<file path="src/rtl/vx_wb_arbiter.sv">
// Register-file write-port arbiter: merges the memory/writeback pipeline and a
// long-latency unit, with a starvation counter that periodically favours the long source.
module vx_wb_arbiter #(
  parameter  int NUM_THREADS = 4,
  parameter  int NUM_WARPS   = 8,
  parameter  int MAX_WAIT    = 3,
  localparam int WW          = $clog2(NUM_WARPS),
  localparam int DW          = NUM_THREADS * 32
) (
  input  logic                   clk,
  input  logic                   reset,

  input  logic                   p_valid,
  output logic                   p_ready,
  input  logic [NUM_THREADS-1:0] p_mask,
  input  logic [4:0]             p_rd,
  input  logic [1:0]             p_wb,
  input  logic [WW-1:0]          p_warp,
  input  logic [DW-1:0]          p_data,

  input  logic                   l_valid,
  output logic                   l_ready,
  input  logic [NUM_THREADS-1:0] l_mask,
  input  logic [4:0]             l_rd,
  input  logic [1:0]             l_wb,
  input  logic [WW-1:0]          l_warp,
  input  logic [DW-1:0]          l_data,

  output logic                   freeze_out,

  output logic                   wb_valid,
  output logic [NUM_THREADS-1:0] wb_mask,
  output logic [4:0]             wb_rd,
  output logic [1:0]             wb_wb,
  output logic [WW-1:0]          wb_warp,
  output logic [DW-1:0]          wb_data,

  output logic                   busy_long
);

  localparam int WCW = $clog2(MAX_WAIT + 1);

  typedef enum logic {
    PIPE_PRI = 1'b0,
    LONG_PRI = 1'b1
  } state_e;

  state_e                 state_q, state_d;
  logic [WCW-1:0]         wait_cnt_q, wait_cnt_d;
  logic                   p_grant, l_grant;

  logic                   wb_valid_q, wb_valid_d;
  logic [NUM_THREADS-1:0] wb_mask_q, wb_mask_d;
  logic [4:0]             wb_rd_q, wb_rd_d;
  logic [1:0]             wb_wb_q, wb_wb_d;
  logic [WW-1:0]          wb_warp_q, wb_warp_d;
  logic [DW-1:0]          wb_data_q, wb_data_d;

  // A lone requester always wins; contention is resolved by the priority state.
  always_comb begin
    p_grant = 1'b0;
    l_grant = 1'b0;
    if (p_valid && l_valid) begin
      if (state_q == LONG_PRI) begin
        l_grant = 1'b1;
      end else begin
        p_grant = 1'b1;
      end
    end else begin
      p_grant = p_valid;
      l_grant = l_valid;
    end
  end

  assign p_ready    = p_grant;
  assign l_ready    = l_grant;
  assign freeze_out = p_valid & ~p_grant;
  assign busy_long  = (state_q == LONG_PRI);

  always_comb begin
    state_d    = state_q;
    wait_cnt_d = wait_cnt_q;

    if (!l_valid || l_grant) begin
      wait_cnt_d = '0;
    end else if (wait_cnt_q != WCW'(MAX_WAIT)) begin
      wait_cnt_d = wait_cnt_q + WCW'(1);
    end

    // LONG_PRI always lasts a single cycle: either the long source is granted or it vanished.
    case (state_q)
      PIPE_PRI: begin
        if (l_valid && !l_grant && (wait_cnt_q == WCW'(MAX_WAIT - 1))) begin
          state_d = LONG_PRI;
        end
      end
      LONG_PRI: begin
        if (l_grant || !l_valid) begin
          state_d = PIPE_PRI;
        end
      end
      default: state_d = PIPE_PRI;
    endcase
  end

  // Write fields hold their previous value when nothing is granted; only the mask is cleared.
  always_comb begin
    wb_valid_d = p_grant | l_grant;
    wb_mask_d  = '0;
    wb_rd_d    = wb_rd_q;
    wb_wb_d    = wb_wb_q;
    wb_warp_d  = wb_warp_q;
    wb_data_d  = wb_data_q;
    if (p_grant) begin
      wb_mask_d = p_mask;
      wb_rd_d   = p_rd;
      wb_wb_d   = p_wb;
      wb_warp_d = p_warp;
      wb_data_d = p_data;
    end else if (l_grant) begin
      wb_mask_d = l_mask;
      wb_rd_d   = l_rd;
      wb_wb_d   = l_wb;
      wb_warp_d = l_warp;
      wb_data_d = l_data;
    end
  end

  always_ff @(posedge clk or negedge reset) begin
    if (!reset) begin
      state_q    <= PIPE_PRI;
      wait_cnt_q <= '0;
      wb_valid_q <= 1'b0;
      wb_mask_q  <= '0;
      wb_rd_q    <= '0;
      wb_wb_q    <= '0;
      wb_warp_q  <= '0;
      wb_data_q  <= '0;
    end else begin
      state_q    <= state_d;
      wait_cnt_q <= wait_cnt_d;
      wb_valid_q <= wb_valid_d;
      wb_mask_q  <= wb_mask_d;
      wb_rd_q    <= wb_rd_d;
      wb_wb_q    <= wb_wb_d;
      wb_warp_q  <= wb_warp_d;
      wb_data_q  <= wb_data_d;
    end
  end

  assign wb_valid = wb_valid_q;
  assign wb_mask  = wb_mask_q;
  assign wb_rd    = wb_rd_q;
  assign wb_wb    = wb_wb_q;
  assign wb_warp  = wb_warp_q;
  assign wb_data  = wb_data_q;

  a_one_grant: assert property (@(posedge clk) disable iff (!reset) !(p_grant && l_grant));

endmodule

</file>
<file path="config.mk">
export PLATFORM = sky130hd
export DESIGN_NAME = vx_wb_arbiter
export DESIGN_NICKNAME = d
export VERILOG_FILES = /design/src/rtl/vx_wb_arbiter.sv
export SDC_FILE = /design/constraint.sdc
export NUM_CORES = 1
export LEC_CHECK = 0
export ABC_AREA = 1
export ABC_CLOCK_PERIOD_IN_PS = 3200
export BUFFER_PORTS_ARGS = -buffer_cell sky130_fd_sc_hd__buf_2
export CORE_AREA = 2 2 171 173
export CTS_BUF_LIST = sky130_fd_sc_hd__clkbuf_8
export CTS_CLUSTER_DIAMETER = 30
export DETAILED_ROUTE_END_ITERATION = 12
export DIE_AREA = 0 0 173 175
export GPL_ROUTABILITY_DRIVEN = 0
export HOLD_SLACK_MARGIN = 0.02
export SLEW_MARGIN = 20
export SYNTH_ARGS = -nofsm -noshare
export SYNTH_HDL_FRONTEND = slang
export SYNTH_SLANG_ARGS = --single-unit
</file>
<file path="constraint.sdc">
create_clock -name clk -period 3.2 [get_ports clk]
set_input_delay 0.16 -clock clk [delete_from_list [all_inputs] [get_ports clk]]
set_output_delay 0.16 -clock clk [all_outputs]
set_load 0.1 [all_outputs]
</file>
==> impl_metrics.xml <==
<?xml version="1.0" encoding="UTF-8"?>
<metrics>
  <group name="run_status">
    <metric name="outcome" unit="">complete, no violations</metric>
  </group>
  <group name="finish">
    <metric name="final_design_area_no_fill" unit="µm²">13400</metric>
    <metric name="multi_input_comb_area" unit="µm²">3080</metric>
    <metric name="seq_area" unit="µm²">3650</metric>
    <metric name="final_util" unit="">0.471</metric>
    <metric name="final-instance-count-excl-fill" unit="">2153</metric>
    <metric name="final_nets" unit="">2047</metric>
    <metric name="antenna_cells_inserted" unit="">0</metric>
    <metric name="layout_cell_share_with_drive_strength_beyond_1" unit="">0.271</metric>
    <metric name="num-fill-cells" unit="">2773</metric>
    <metric name="flow.area_growth_from_synthesis" unit="%">72.1</metric>
  </group>
  <group name="sta">
    <metric name="worst_slew_pin_slew" unit="ps">989</metric>
    <metric name="final_number_of_hold_violating_endpoints" unit="">0</metric>
    <metric name="final-max-slew-violation-count" unit="">0</metric>
    <metric name="timing.final.ws_setup" unit="ps">959</metric>
    <metric name="post-route-period-util" unit="">0.700</metric>
    <metric name="max_slew_margin" unit="">0.341</metric>
    <metric name="achievable-frequency" unit="MHz">446</metric>
    <metric name="period_needed" unit="ps">2240</metric>
    <metric name="timing.clock.skew" unit="ps">7.59</metric>
    <metric name="timing.final.setup_violations" unit="">0</metric>
    <metric name="rsz_0062_raised_after_global_routing" unit="">no</metric>
    <metric name="tns" unit="ps">0</metric>
  </group>
  <group name="critical_path">
    <metric name="cp_num_buf_inv" unit="">3</metric>
    <metric name="critical_path_arrival" unit="ps">2620</metric>
    <metric name="cp_capture_type" unit="">flip-flop</metric>
    <metric name="critPathMostFrequentCell" unit="">sky130_fd_sc_hd__nand2_1</metric>
    <metric name="r2r_setup_slack" unit="ps">960</metric>
    <metric name="criticalPathCategory" unit="">reg2reg</metric>
    <metric name="startpoint_type" unit="">flip-flop</metric>
    <metric name="max_stage_delay" unit="ps">570</metric>
    <metric name="worst_ep_required_time" unit="ps">3580</metric>
    <metric name="timing.critical_path.slowest_stage_cell" unit="">sky130_fd_sc_hd__buf_4</metric>
    <metric name="crit_chain" unit="">nand2_4 -&gt; buf_4 -&gt; nand3_1 -&gt; nand2_1 -&gt; inv_1 -&gt; nand2_1 -&gt; dlygate4sd3_1</metric>
    <metric name="path_max_fanout" unit="">65</metric>
    <metric name="path_delay_family" unit="">buffers and inverters</metric>
  </group>
  <group name="synth">
    <metric name="syn_area" unit="µm²">7760</metric>
    <metric name="synth_top_cell_by_area" unit="">sky130_fd_sc_hd__dfrtp_1</metric>
    <metric name="ys_types" unit="">16</metric>
    <metric name="async_s_r_ff_share_synth" unit="">1.00</metric>
    <metric name="synth-seq-area-share" unit="">0.471</metric>
    <metric name="synth_ff_type" unit="">sky130_fd_sc_hd__dfrtp_1</metric>
    <metric name="synth.avg_cell_area" unit="µm²">7.17</metric>
    <metric name="postSynthCellCount" unit="">1083</metric>
    <metric name="synthesis_warnings" unit="">0</metric>
    <metric name="ys_top_cells_by_count" unit="">sky130_fd_sc_hd__nand2_1, sky130_fd_sc_hd__nand3_1, sky130_fd_sc_hd__dfrtp_1</metric>
    <metric name="synthTopCellsByArea" unit="">sky130_fd_sc_hd__dfrtp_1, sky130_fd_sc_hd__nand2_1, sky130_fd_sc_hd__nand3_1</metric>
    <metric name="synth.top_cell.area_share" unit="">0.471</metric>
    <metric name="ys_ff_latch" unit="">146</metric>
    <metric name="synth_enable_flop_cells" unit="">0</metric>
    <metric name="yosys.cell_count.top_type" unit="">sky130_fd_sc_hd__nand2_1</metric>
    <metric name="syn_nets" unit="">1373</metric>
  </group>
  <group name="cts">
    <metric name="worstSkewPairLatency" unit="ps">450</metric>
    <metric name="cts.sinks" unit="">146</metric>
    <metric name="clkSlewWorstSetupHoldPaths" unit="ps">90</metric>
    <metric name="post-cts-setup-buffer-count" unit="">0</metric>
    <metric name="cts.htree.levels" unit="">4</metric>
    <metric name="cts_tree" unit="">done</metric>
    <metric name="cts.root.buffer_cell" unit="">sky130_fd_sc_hd__clkbuf_8</metric>
    <metric name="ctsLongestPathBuffers" unit="">2</metric>
    <metric name="numCtsBuffers" unit="">17</metric>
    <metric name="post_cts_resize_count" unit="">0</metric>
  </group>
  <group name="global_route">
    <metric name="grt_overflow_total" unit="">0</metric>
    <metric name="groute.usage.overall" unit="">0.207</metric>
    <metric name="number_of_global_route_vias_before_repair" unit="">9914</metric>
    <metric name="grt_first_pass_wirelength" unit="µm">50300</metric>
    <metric name="initial_antenna_violation_count" unit="">0</metric>
    <metric name="grt_start_max_net_pins" unit="">139</metric>
  </group>
  <group name="drt">
    <metric name="routedWlPerCell" unit="µm">14.6</metric>
    <metric name="route.detailed.drc" unit="">0</metric>
    <metric name="vias_cell" unit="">4.47</metric>
    <metric name="number_of_nets_with_antenna_violations_after_routing" unit="">0</metric>
    <metric name="finalWirelength" unit="µm">31500</metric>
    <metric name="drt_first_pass_iters" unit="">5</metric>
    <metric name="drtIter0Drc" unit="">500</metric>
    <metric name="routed-via-count" unit="">9624</metric>
  </group>
  <group name="job">
    <metric name="cap_violations" unit="">0</metric>
  </group>
  <group name="place">
    <metric name="place_hpwl" unit="µm">19400</metric>
    <metric name="placed_cells" unit="">1840</metric>
    <metric name="dp_slack" unit="ps">1510</metric>
    <metric name="detailed_place.area" unit="µm²">10100</metric>
    <metric name="numPortBuffers" unit="">434</metric>
  </group>
  <group name="pwr">
    <metric name="power_per_cell_area" unit="nW/µm²">484</metric>
    <metric name="irDropWorstVdd" unit="mV">0.247</metric>
    <metric name="leakage" unit="nW">7.57</metric>
  </group>
  <group name="die">
    <metric name="rows" unit="">62</metric>
    <metric name="initial_utilization" unit="">0.273</metric>
    <metric name="die_area" unit="µm²">30300</metric>
    <metric name="die-width" unit="µm">173</metric>
    <metric name="core_box_area" unit="µm²">28400</metric>
    <metric name="ios" unit="">435</metric>
    <metric name="chipHeight" unit="µm">175</metric>
  </group>
  <group name="hold_path">
    <metric name="class_of_the_worst_hold_path" unit="">in2reg</metric>
  </group>
</metrics>
## layout by cell type (no fill, tap or decap)
cell type / count
sky130_fd_sc_hd__xor2_1: 1
sky130_fd_sc_hd__a21oi_1: 2
sky130_fd_sc_hd__buf_12: 5
sky130_fd_sc_hd__clkbuf_8: 18
sky130_fd_sc_hd__bufinv_16: 4
sky130_fd_sc_hd__buf_4: 11
sky130_fd_sc_hd__clkinv_2: 1
sky130_fd_sc_hd__buf_2: 432
sky130_fd_sc_hd__inv_1: 148
sky130_fd_sc_hd__nor2_4: 1
sky130_fd_sc_hd__nand3_1: 277
sky130_fd_sc_hd__buf_6: 1
sky130_fd_sc_hd__nand2_4: 2
sky130_fd_sc_hd__dlygate4sd3_1: 282
sky130_fd_sc_hd__dfrtp_1: 146
sky130_fd_sc_hd__inv_4: 1
sky130_fd_sc_hd__clkinvlp_4: 3
sky130_fd_sc_hd__clkinv_4: 1
sky130_fd_sc_hd__ha_1: 2
sky130_fd_sc_hd__nor2_1: 5
sky130_fd_sc_hd__nand2_1: 426
## tightest hold or removal path: cells and delay by family
family | cells | cell delay (ps)
buffers and inverters | 2 | 160
and+or+nand+nor | 3 | 180
## sequential cells by signal (all words and copies together), names as in the netlist
signal	cells
wb_data	128
wb_valid	1
wb_mask	4
wb_rd	5
busy_long	1
wb_wb	2
wait_cnt_q	2
wb_warp	3
## metrics by stage
stage          power [mW]  hold WS, ps
2_1_floorplan        3.92         -136
3_3_place_gp         4.46          270
3_5_place_dp         4.48          263
4_1_cts              6.50         34.1
5_1_grt              6.75         64.6
6_report             6.46         81.5
## final timing paths
path,start,end,cells after the start
setup reg to reg,busy_long,wb_data[45],7
max in group asynchronous,reset,wb_data[7],3
hold reg to reg,wb_data[31],wb_data[31],4
hold / removal,p_data[30],wb_data[30],5
min in group asynchronous,reset,wb_data[66],2
setup / recovery,busy_long,wb_data[45],7
## power breakdown
part / internal (mW) / leakage (nW) / switching (mW)
registers: 2.02 / 1.74 / 0.101
logic: 0.753 / 5.62 / 1.97
clock network: 0.855 / 0.216 / 0.760
## layout make-up
type | instances | share of cell area
Timing Repair Buffer | 731 | 0.388
Sequential cell | 146 | 0.273
Clock inverter | 13 | 0.0128
Clock buffer | 18 | 0.0185
Multi-Input combinational cell | 716 | 0.231
Tap cell | 384 | 0.0360
Inverter | 145 | 0.0409
## kinds of logic after synthesis
| family | count (synthesis) | share of synthesized area |
|---|---|---|
| flip-flops | 146 | 0.471 |
| adder cells (fa/ha/maj) | 2 | 0.00322 |
| XOR/XNOR | 1 | 0.00113 |
| buffers and inverters | 221 | 0.134 |
| AND/OR/NAND/NOR | 711 | 0.390 |
| AO/OA/AOI/OAI | 2 | 0.00129 |
## routing by layer
layer / up-vias / share of wire / GRT usage
met3: 60 / 0.072 / 0.0509
met5: - / 0 / 0
met4: 0 / 0.026 / 0.0742
met1: 4461 / 0.40 / 0.236
li1: 4676 / - / -
met2: 427 / 0.51 / 0.375
## what timing repair did
action	CTS	global route
hold buffers	282	0
endpoints found under the setup margin	0	0
endpoints found under the hold margin	217	0
No activity file was read; power rests on OpenSTA's default activity.
